**config.mk**
```make
export PLATFORM = sky130hd
export DESIGN_NAME = fetch_unit
export DESIGN_NICKNAME = d
export VERILOG_FILES = /design/src/rtl/fetch_unit.sv
export SDC_FILE = /design/constraint.sdc
export NUM_CORES = 1
export LEC_CHECK = 0
export ABC_AREA = 1
export CAP_MARGIN = 10
export CORE_ASPECT_RATIO = 1.1
export CORE_UTILIZATION = 51
export CTS_CLUSTER_DIAMETER = 150
export DETAILED_ROUTE_END_ITERATION = 16
export GPL_TIMING_DRIVEN = 0
export MAX_ROUTING_LAYER = met4
export PLACE_DENSITY = 0.79
export SLEW_MARGIN = 20
export SYNTH_ARGS = -nofsm -noshare
export SYNTH_HDL_FRONTEND = slang
export SYNTH_SLANG_ARGS = --single-unit
```
**constraint.sdc**
```tcl
create_clock -name clk -period 4.61 [get_ports clk]
set_input_delay 0.461 -clock clk [delete_from_list [all_inputs] [get_ports clk]]
set_output_delay 0.461 -clock clk [all_outputs]
set_load 0.01 [all_outputs]
```
**src/rtl/fetch_unit.sv**
```systemverilog
// fetch_unit: prefetching instruction fetch with a credit-limited imem request/response
// interface, redirect flush with stale-response discard, and a valid/ready head toward decode.
module fetch_unit #(
  parameter int XLEN = 32,
  parameter logic [XLEN-1:0] RESET_PC = '0,
  parameter int QDEPTH = 4,
  localparam int CW = $clog2(QDEPTH + 1),
  localparam int PW = $clog2(QDEPTH)
) (
  input  logic            clk,
  input  logic            rst,
  input  logic            redirect_i,
  input  logic [XLEN-1:0] redirect_pc_i,
  output logic            imem_req_o,
  output logic [XLEN-1:0] imem_addr_o,
  input  logic            imem_gnt_i,
  input  logic            imem_rvalid_i,
  input  logic [31:0]     imem_rdata_i,
  output logic            instr_valid_o,
  output logic [31:0]     instr_o,
  output logic [XLEN-1:0] pc_o,
  output logic [XLEN-1:0] pc_4_o,
  input  logic            instr_ready_i,
  output logic [CW-1:0]   occupancy_o
);
  logic [XLEN-1:0] fetchPc, respPc, redirTarget;
  logic [CW-1:0] outstanding, discardCnt, count;
  logic [PW-1:0] rdPtr, wrPtr;
  logic [31:0] qInstr [QDEPTH];
  logic [XLEN-1:0] qPc [QDEPTH];
  logic grant, rsp, push, pop, unusedAlign;

  assign redirTarget = {redirect_pc_i[XLEN-1:2], 2'b00};
  assign unusedAlign = ^redirect_pc_i[1:0];
  // Credits cover both queued entries and requests still in flight, so a push never hits a full queue.
  assign imem_req_o = rst && !redirect_i && (({1'b0, outstanding} + {1'b0, count}) < (CW+1)'(QDEPTH));
  assign imem_addr_o = fetchPc;
  assign grant = imem_req_o && imem_gnt_i;
  assign rsp = imem_rvalid_i && outstanding != '0;
  assign push = rsp && discardCnt == '0 && !redirect_i;
  assign instr_valid_o = count != '0 && !redirect_i;
  assign pop = instr_valid_o && instr_ready_i;
  assign instr_o = count != '0 ? qInstr[rdPtr] : '0;
  assign pc_o = count != '0 ? qPc[rdPtr] : '0;
  assign pc_4_o = pc_o + XLEN'(4);
  assign occupancy_o = count;

  always_ff @(posedge clk or negedge rst)
    if (!rst) begin
      fetchPc <= RESET_PC;
      respPc <= RESET_PC;
      outstanding <= '0;
      discardCnt <= '0;
      count <= '0;
      rdPtr <= '0;
      wrPtr <= '0;
    end else if (redirect_i) begin
      // Everything still in flight is stale, including a response landing right now.
      fetchPc <= redirTarget;
      respPc <= redirTarget;
      outstanding <= outstanding - CW'(rsp);
      discardCnt <= outstanding - CW'(rsp);
      count <= '0;
      rdPtr <= '0;
      wrPtr <= '0;
    end else begin
      if (grant) fetchPc <= fetchPc + XLEN'(4);
      outstanding <= outstanding + CW'(grant) - CW'(rsp);
      if (rsp && discardCnt != '0) discardCnt <= discardCnt - CW'(1);
      if (push) respPc <= respPc + XLEN'(4);
      if (push) wrPtr <= wrPtr + PW'(1);
      if (pop) rdPtr <= rdPtr + PW'(1);
      count <= count + CW'(push) - CW'(pop);
    end

  always_ff @(posedge clk)
    if (push) begin
      qInstr[wrPtr] <= imem_rdata_i;
      qPc[wrPtr] <= respPc;
    end
endmodule

```
# After elaboration in Yosys (flattened, before gate mapping)
# Memory sizes are Yosys's and may differ from the RTL's.
# Cells that the tools add are included.
# op_classes
n_mux	16
n_lt_le_gt_ge	1
reduce_logical	18
add_sub_neg	12
# op_table
operator	count
32-bit 2-to-1 mux	6
32-bit by 3-bit adder with 32-bit output, second input constant	3
3-bit 2-to-1 mux	4
1-bit logical AND	9
3-bit nonzero test	3
3-bit by 1-bit subtractor with 3-bit output	3
2-bit 2-to-1 mux	4
2-bit nonzero test	4
3-bit by 1-bit adder with 3-bit output	2
2-bit by 1-bit adder with 2-bit output, second input constant	2
3-bit by 3-bit adder with 4-bit output	1
4-bit by 3-bit < comparator with 1-bit output, second input constant	1
3-bit zero test	1
3-bit by 1-bit subtractor with 3-bit output, second input constant	1
1-bit 2-to-1 mux	2
1-bit zero test	1
# word_totals
ff_bits	77
inputBits	70
out_inout_bits	133
ramBits	256
memories	2
# mem_list
memory	depth	word_bits	read_ports	rd_ports_with_merged_regs	write_ports	line	source
qInstr	4	32	1	0	1	29	logic [31:0] qInstr [QDEPTH];
qPc	4	32	1	0	1	30	logic [XLEN-1:0] qPc [QDEPTH];

# Longest topological paths before layout
# Gate-level depths: netlist (run 1).
# logic_depth
depth_word	7
ltp_mapped	15
mapped_depth_nobuf	14

# Worst setup path before layout (run 1)
# Ideal clock, no wire load.
# synth_timing
path_type	in2reg
startpoint	in redirect_i
endpoint	mem qInstr[0][0] (enable)
n_path_buf	1
arrival_time_ns	3.666
path_stages	4
setup_time_ns	0.482
slack_ns	0.462
cell_sequence	inv_1 -> clkbuf_1 -> nand2_1 -> nor2_1
# synth_between
elab_chain_len	4
# synth_rtl
item	line	source
start: declaration	12	input logic redirect_i,
1-bit zero test	40	assign push = rsp && discardCnt == '0 && !redirect_i;
1-bit logical AND	40	
1-bit 2-to-1 mux	77	if (push) begin
1-bit 2-to-1 mux (not written as such)	78	qInstr[wrPtr] <= imem_rdata_i;
end: declaration	29	
# No other way between the ends.

# Final worst setup path (run 1)
# layout_timing
startpoint	reg count[1], in the netlist occupancy_o[1]
endpoint	out pc_4_o[18]
# layout_between
elab_chain_len	3
# layout_rtl
item	line	source
start: declaration	27	logic [CW-1:0] outstanding, discardCnt, count;
start signal: assignment	73	count <= count + CW'(push) - CW'(pop);
3-bit nonzero test	44	assign pc_o = count != '0 ? qPc[rdPtr] : '0;
32-bit 2-to-1 mux	44	
32-bit by 3-bit adder with 32-bit output	45	assign pc_4_o = pc_o + XLEN'(4);
end: declaration	22	output logic [XLEN-1:0] pc_4_o,
# No other way between the ends.

==> summary.md, run 1 <==
| Metric | Value |
|---|---|
| CP startpoint kind | register |
| Via Count | 13436 |
| CP Class | register to output port |
| Grt ovf | 0 |
| Minimum clock period | slightly above 4 ns |
| Drt wl/cell | between 15 and 20 um |
| Starting utilization of the core area | 51.73% |
| Initial antenna violation count | 0 |
| Max cap viols | 0 |
| Register area | about 9300 um2 |
| Vias in the first global route | roughly 13000 |
| Share of cells above drive strength 1 | 9.741% |
| Synth top area share | 45.86% |
| Top_reg_cell synth | edfxtp_1 |
| Ys async rst share | between 20% and 30% |
| RSZ-0062 raised after global routing | no |
| P per Cell Area | around 540 nW/um2 |
| Detail Placement HPWL | between 30000 and 40000 um |
| CTS Root Cell | clkbuf_16 |
| Largest area contributor in the netlist | edfxtp_1 |
| RD Place Congestion | about 0.95 |
| Post-synthesis cell count | between 1500 and 2000 |
| Bufs on Longest Clock Path | 3 |
| Hold Path Class | input pin to async pin |
| Worst relative slew slack | 45.71% |
| Die H | between 150 and 200 um |
| Netlist cell types | 46 |
| Peak VDD IR | 0.3264 mV |
| H-tree Lvls | 1 |
| CTS tree | done |
| Tot GR Track Use | between 20% and 30% |
| DP Worst Slack | between 0.9 and 1 ns |
| Placement Rows | just under 70 |
| Placed Instance Area | between 15000 and 20000 um2 |
| Finished layout cell area | between 20000 and 25000 um2 |
| EDFF count, synth | approximately 250 |
| Setup TNS | 0 ns |
| Area of the multi-input gates | between 6000 and 7000 um2 |
| Final period util | between 80 and 90% |
| Util after Layout | between 60 and 70% |
| Max Slew Vio Count | 0 |
| I/O Buffers | 194 |
| Mapped Area | between 15000 and 20000 um2 |
| Die ar. | approximately 33000 um2 |
| DRT iter0 DRCs | between 1000 and 1500 |
| Ranking of synthesized cells by area | edfxtp_1 46%, dfrtp_1 11%, nand2_1 11% |
| Core area | roughly 31000 um2 |
| Setup ws final | around 0.49 ns |
| Io pins | roughly 200 |
| Seq/Total Area, Yosys | between 50% and 60% |
| Status | finished, final reports clean |
| RR Endpoint | outstanding[2] |
| Skew final | 0.01180 ns |
| Global-route wire length before repair | 70540 um |
| Final WL | 45330 um |
| Resized Gates After CTS | 0 |
| Critical Path RT | between 4 and 5 ns |
| FF-to-FF path depth | 14 |
| Vias per cell | roughly 5.5 |
| Power, Total | 10.89 mW |
| Leakage | 7.860 nW |
| Worst-path maximum fanout | 10 |
| Ant. Diodes | 0 |
| CP arrival | 3.66 ns |
| Worst R2R Setup Slack | about 1.2 ns |
| Syn Area/Cell | slightly above 9 um2 |
| Actual slew at the worst max-slew pin | approximately 0.81 ns |
| Clk slew on worst S/H paths | about 0.07 ns |
| R2R Path Start | occupancy_o[1] |
| CTS buffer count | 31 |
| Die width | ~170 um |
| Crit end category | output port |
| Worst-Skew Late Latency | around 0.57 ns |
| Drt pass-1 iters | 5 |
| Fill cells | roughly 2500 |
| Seq cells post-synth | ~320 |
| Fin. Hold Viols | 0 |
| Synthesis-to-finish area growth | 23.99% |
| Clock Sinks | 321 |
| # setup viols final | 0 |
| Largest net degree at the start of global routing | 42 |
| Remaining DRCs | 0 |
| # nets final | between 2000 and 2500 |
| Peak Freq | 0.2427 GHz |
| Synthesis Warnings | 0 |
| Antenna viol nets, final | 0 |
cells in the mapped netlist (3+ instances only):
| master | instances |
|---|---|
| a21oi_1 | 64 |
| a22oi_1 | 3 |
| a31oi_1 | 6 |
| buf_1 | 7 |
| buf_2 | 18 |
| buf_4 | 13 |
| buf_6 | 11 |
| clkbuf_1 | 23 |
| dfrtp_1 | 73 |
| edfxtp_1 | 248 |
| ha_1 | 17 |
| inv_1 | 130 |
| inv_2 | 9 |
| nand2_1 | 456 |
| nand2_2 | 23 |
| nand2_4 | 3 |
| nand3_1 | 127 |
| nand3_2 | 13 |
| nand3b_1 | 9 |
| nand4_1 | 15 |
| nor2_1 | 270 |
| nor2_2 | 19 |
| nor2_4 | 13 |
| nor3_1 | 22 |
| o211ai_1 | 22 |
| o21ai_0 | 91 |
| o21bai_1 | 6 |
| or2_2 | 5 |
| xnor2_1 | 6 |
| xor2_1 | 30 |
area by class of cell:
class | count | share of cell area [%]
multi-input cells | 1243 | 29.95
flip-flops and latches | 321 | 46.06
inverters | 141 | 2.678
well taps | 420 | 2.610
clock buffers | 35 | 3.927
clock inverters | 23 | 1.572
repair buffers | 206 | 11.00
plain buffers | 74 | 2.206
layout by cell type, fill, tap and decap left out, types with 17 or more instances in the layout:
master / synthesis / routed
clkbuf_1: 23 / 27
nor2_1: 270 / 266
xor2_1: 30 / 30
buf_2: 18 / 18
a21oi_1: 64 / 64
clkbuf_16: 0 / 31
edfxtp_1: 248 / 248
o211ai_1: 22 / 22
nor2_4: 13 / 17
nand3_1: 127 / 127
nor2_2: 19 / 19
nand2_1: 456 / 456
o21ai_0: 91 / 91
nand2_2: 23 / 23
ha_1: 17 / 17
inv_1: 130 / 130
dfrtp_1: 73 / 73
nor3_1: 22 / 22
clkdlybuf4s50_1: 0 / 193
metrics by stage:
stage,hold WS (ns),instances
2_1_floorplan,0.1654,1779
5_1_grt,0.4663,2463
4_1_cts,0.4414,2463
3_3_place_gp,0.5132,2393
6_report,0.4274,2463
3_5_place_dp,0.4891,2404
per-layer routing:
metal / wire length (um) / part of all wire, % / track usage, % / vias to the layer above
met4: 1597 / 3.5 / 11.98 / 0
met2: 22250 / 49 / 47.84 / 625
met3: 2795 / 6.2 / 2.738 / 123
li1: - / - / - / 6384
met1: 18690 / 41 / 37.04 / 6304
met5: 0 / 0 / - / -
timing repair:
action	in CTS	in global routing
hold buffers	1	0
setup endpoints to repair	0	0
buffers inserted	0	0
endpoints found under the hold margin	39	0
power breakdown:
part / internal [mW] / switching, mW / total [mW]
Combinational: 1.80 / 2.72 / 4.52
Sequential: 3.38 / 0.272 / 3.65
Clock: 1.64 / 1.08 / 2.72
Total: 6.82 / 4.07 / 10.9
worst max-delay path by stage:
stage / slack, ns / to / cells after the start / start
2_1_floorplan: 0.46 / qInstr[0][0] / 4 / redirect_i
3_3_place_gp: -2.64 / qPc[3][8] / 5 / redirect_i
5_1_grt: 0.29 / pc_4_o[18] / 13 / occupancy_o[1]
4_1_cts: 0.46 / pc_4_o[18] / 13 / occupancy_o[1]
6_report: 0.49 / pc_4_o[18] / 13 / occupancy_o[1]
3_5_place_dp: 0.92 / outstanding[2] / 13 / redirect_i
sequential cells by signal, indices dropped and copies added, names as in the netlist:
signal / flops
qInstr: 128
qPc: 120
imem_addr_o: 30
respPc: 30
discardCnt: 3
occupancy_o: 3
outstanding: 3
rdPtr: 2
wrPtr: 2
critical path, stage by stage, from the launching register on:
cell             delay [ns]
dfrtp_1                0.46
nor2_1                 0.13
nand2_4                0.20
buf_2                  0.32
nand3_1                0.19
inv_1                  0.11
ha_1                   0.27
nand2_2                0.10
nor2_4                 0.18
nand2_2                0.13
nor2_4                 0.17
nand2_1                0.11
xor2_1                 0.17
clkdlybuf4s50_1        0.55
kinds of logic after synthesis:
kind of cell	count (synthesis)	share of synthesized area, %
AND/OR/NAND/NOR	984	26.59
XOR/XNOR	36	1.942
buffers and inverters	215	6.056
adder cells (fa/ha/maj)	19	1.556
flip-flops	321	57.11
AO/OA/AOI/OAI	198	6.726
other	1	0.02309
Note: power is estimated with default switching activity, not from simulation.
==> run 2: changes to the inputs <==
MAX_ROUTING_LAYER = default   (was met4)
==> summary.md, run 2 (synthesis gave the netlist of run 1 again) <==
| Metric | Value |
|---|---|
| RSZ-0062 raised after global routing | no |
| Hold-fix buffer count after cts | 1 (unchanged) |
| Commonest non-fill, non-tap cells in the layout | 456 x nand2_1, 266 x nor2_1, 248 x edfxtp_1 |
| Vias in the first global route | 13239 (+0.46%) |
| Antenna viol nets, final | 0 (unchanged) |
| CP arrival | 3.68 ns (+0.02 ns) |
| P per Cell Area | 529.3 nW/um2 (-2.1%) |
| Hold Path Class | input pin to async pin |
| Starting utilization of the core area | 51.73% (unchanged) |
| Critical Path RT | 4.15 ns (about the same) |
| Post-CTS setup buffer count | 0 (unchanged) |
| Status | finished, final reports clean |
| Peak VDD IR | 0.3540 mV (+8.5%) |
| Peak Freq | 0.2413 GHz (-0.55%) |
| Die ar. | 32560 um2 (unchanged) |
| Clock Sinks | 321 (unchanged) |
| Largest net degree at the start of global routing | 45 (+7.1%) |
| Crit end category | output port |
| Share of cells above drive strength 1 | 9.487% (-0.25 points) |
| Number of flip-flops in the largest register | 128 (unchanged) |
| Io pins | 203 (unchanged) |
| Placed Instance Area | 19100 um2 (+0.45%) |
| Global-route wire length before repair | 70680 um (+0.20%) |
| Detail Placement HPWL | 32950 um (+1.6%) |
| Die width | 172.1 um (unchanged) |
| Grt ovf | 0 (unchanged) |
| Core area | 31400 um2 (unchanged) |
| I/O Buffers | 194 (unchanged) |
| CTS Root Cell | clkbuf_16 |
| DP Worst Slack | 0.8548 ns (-0.06873 ns) |
| Reg power frac | 34.3% (+0.8 points) |
| CP Class | register to output port |
| Actual slew at the worst max-slew pin | 0.7645 ns (-0.04799 ns) |
| Initial antenna violation count | 0 (unchanged) |
| Most common cell after layout, fill and taps aside | nand2_1 |
| Final WL | 45280 um (-0.11%) |
| Ant. Diodes | 0 (unchanged) |
| Setup TNS | 0 ns (unchanged) |
| Skew final | 0.02595 ns (+0.01415 ns) |
| H-tree Lvls | 1 (unchanged) |
| Drt wl/cell | 18.37 um (-0.19%) |
| Remaining DRCs | 0 (unchanged) |
| Largest registers | qInstr x128, qPc x120 |
| Internal Power | 6.583 mW (-3.5%) |
| CTS tree | done |
| Resized Gates After CTS | 0 (unchanged) |
| Logic pwr share | 42.7% (+1.2 points) |
| Via Count | 13319 (-0.87%) |
| Max Slew Vio Count | 0 (unchanged) |
| Worst-path maximum fanout | 10 (unchanged) |
| Max cap viols | 0 (unchanged) |
| Clk slew on worst S/H paths | 0.07 ns (about the same) |
| Setup ws final | 0.4664 ns (-0.02265 ns) |
| Final period util | 89.88% (+0.49 points) |
| Sw Ratio | 38.10% (+0.71 points) |
| Sw power | 4.052 mW (-0.48%) |
| CTS buffer count | 31 (unchanged) |
| Drt pass-1 iters | 6 (+1) |
| Clock share of power | 23.1% (-1.8 points) |
| Finished layout cell area | 20090 um2 (-0.21%) |
| DRT iter0 DRCs | 1218 (+4.1%) |
| Fin. Hold Viols | 0 (unchanged) |
| Die H | 189.2 um (unchanged) |
| Power, Total | 10.63 mW (-2.3%) |
| Leakage | 7.832 nW (-0.36%) |
| Tot GR Track Use | 28.35% (-0.79 points) |
| Minimum clock period | 4.144 ns (+0.02264 ns) |
| Synthesis-to-finish area growth | 23.73% |
| Bufs on Longest Clock Path | 3 (unchanged) |
| Biggest register | qInstr |
| Vias per cell | 5.403 (-0.95%) |
| Placement Rows | 68 (unchanged) |
| CP startpoint kind | register |
| Worst relative slew slack | 49.03% (+3.3 points) |
| RD Place Congestion | 0.9424 (-0.65%) |
| # setup viols final | 0 (unchanged) |
| # nets final | 2109 (+0.095%) |
| Worst-Skew Late Latency | 0.58 ns (about the same) |
| Fill cells | 2441 (-1.6%) |
## run 2: cell types whose count changed in the layout (fill, tap and decap cells not counted)
cell / previous run / this run
clkbuf_1: 27 / 33
clkinv_1: 5 / 6
bufinv_16: 7 / 2
buf_16: 6 / 12
buf_12: 5 / 1
clkinv_2: 5 / 4
clkinv_4: 3 / 0
clkbuf_8: 0 / 2
## run 2: critical path, cell delays in order, from the launching register on
cell             delay, ns
dfrtp_1               0.45
nor2_1                0.12
nand2_4               0.21
buf_2                 0.32
nand3_1               0.18
inv_1                 0.10
ha_1                  0.27
nand2_2               0.09
nor2_4                0.20
nand2_2               0.14
nor2_4                0.19
nand2_1               0.11
xor2_1                0.16
clkdlybuf4s50_1       0.55
## run 2: worst paths after layout
| path | slack [ns] | depth (start not counted) | end | start |
|---|---|---|---|---|
| setup reg to reg | 1.12 | 14 | outstanding[2] | occupancy_o[1] |
| setup / recovery | 0.47 | 13 | pc_4_o[18] | occupancy_o[1] |
| min in group clk | 0.51 | 1 | qInstr[0][26] | imem_rdata_i[26] |
| hold / removal | 0.38 | 2 | imem_addr_o[10] | rst |
| max in group asynchronous | 3.65 | 3 | respPc[28] | rst |
| hold reg to reg | 0.56 | 0 | qPc[0][5] | respPc[5] |
## run 2: area by class of cell
cell class	instances	area, um2	share of cell area, %
Tap cell	420	525.5	2.615
Clock inverter	15	138.9	0.6912
Sequential cell	321	9274	46.15
Inverter	141	539.3	2.684
Timing Repair Buffer	208	2300	11.45
Multi-Input combinational cell	1243	6031	30.01
Clock buffer	43	840.8	4.185
Buffer	74	444.2	2.211
## run 2: routing by layer
metal,GRT usage [%],routed length (um),vias up
li1,-,-,6384
met1,36.89,18410,6250
met2,47.58,22020,591
met3,4.118,3259,94
met4,11.20,1590,0
met5,0,0,-
## run 2: power groups by stage
stage	clock [mW]	sequential, mW	combinational (mW)
after global routing	2.58	3.68	4.98
after CTS	2.47	3.64	4.54
after floorplan	0	3.64	2.55
final	2.45	3.65	4.54
after global placement	0	3.69	4.39
after detailed placement	0	3.69	4.51
## run 2: stage by stage
stage | util, % | hold WS (ns) | cells
floorplan | - | 0.1654 | 1779
CTS | 64.00 | 0.3778 | 2465
detailed placement | 60.85 | 0.4349 | 2406
global placement | 59.64 | 0.5272 | 2393
global route | 64.00 | 0.4038 | 2465
finish | 64.00 | 0.3790 | 2465
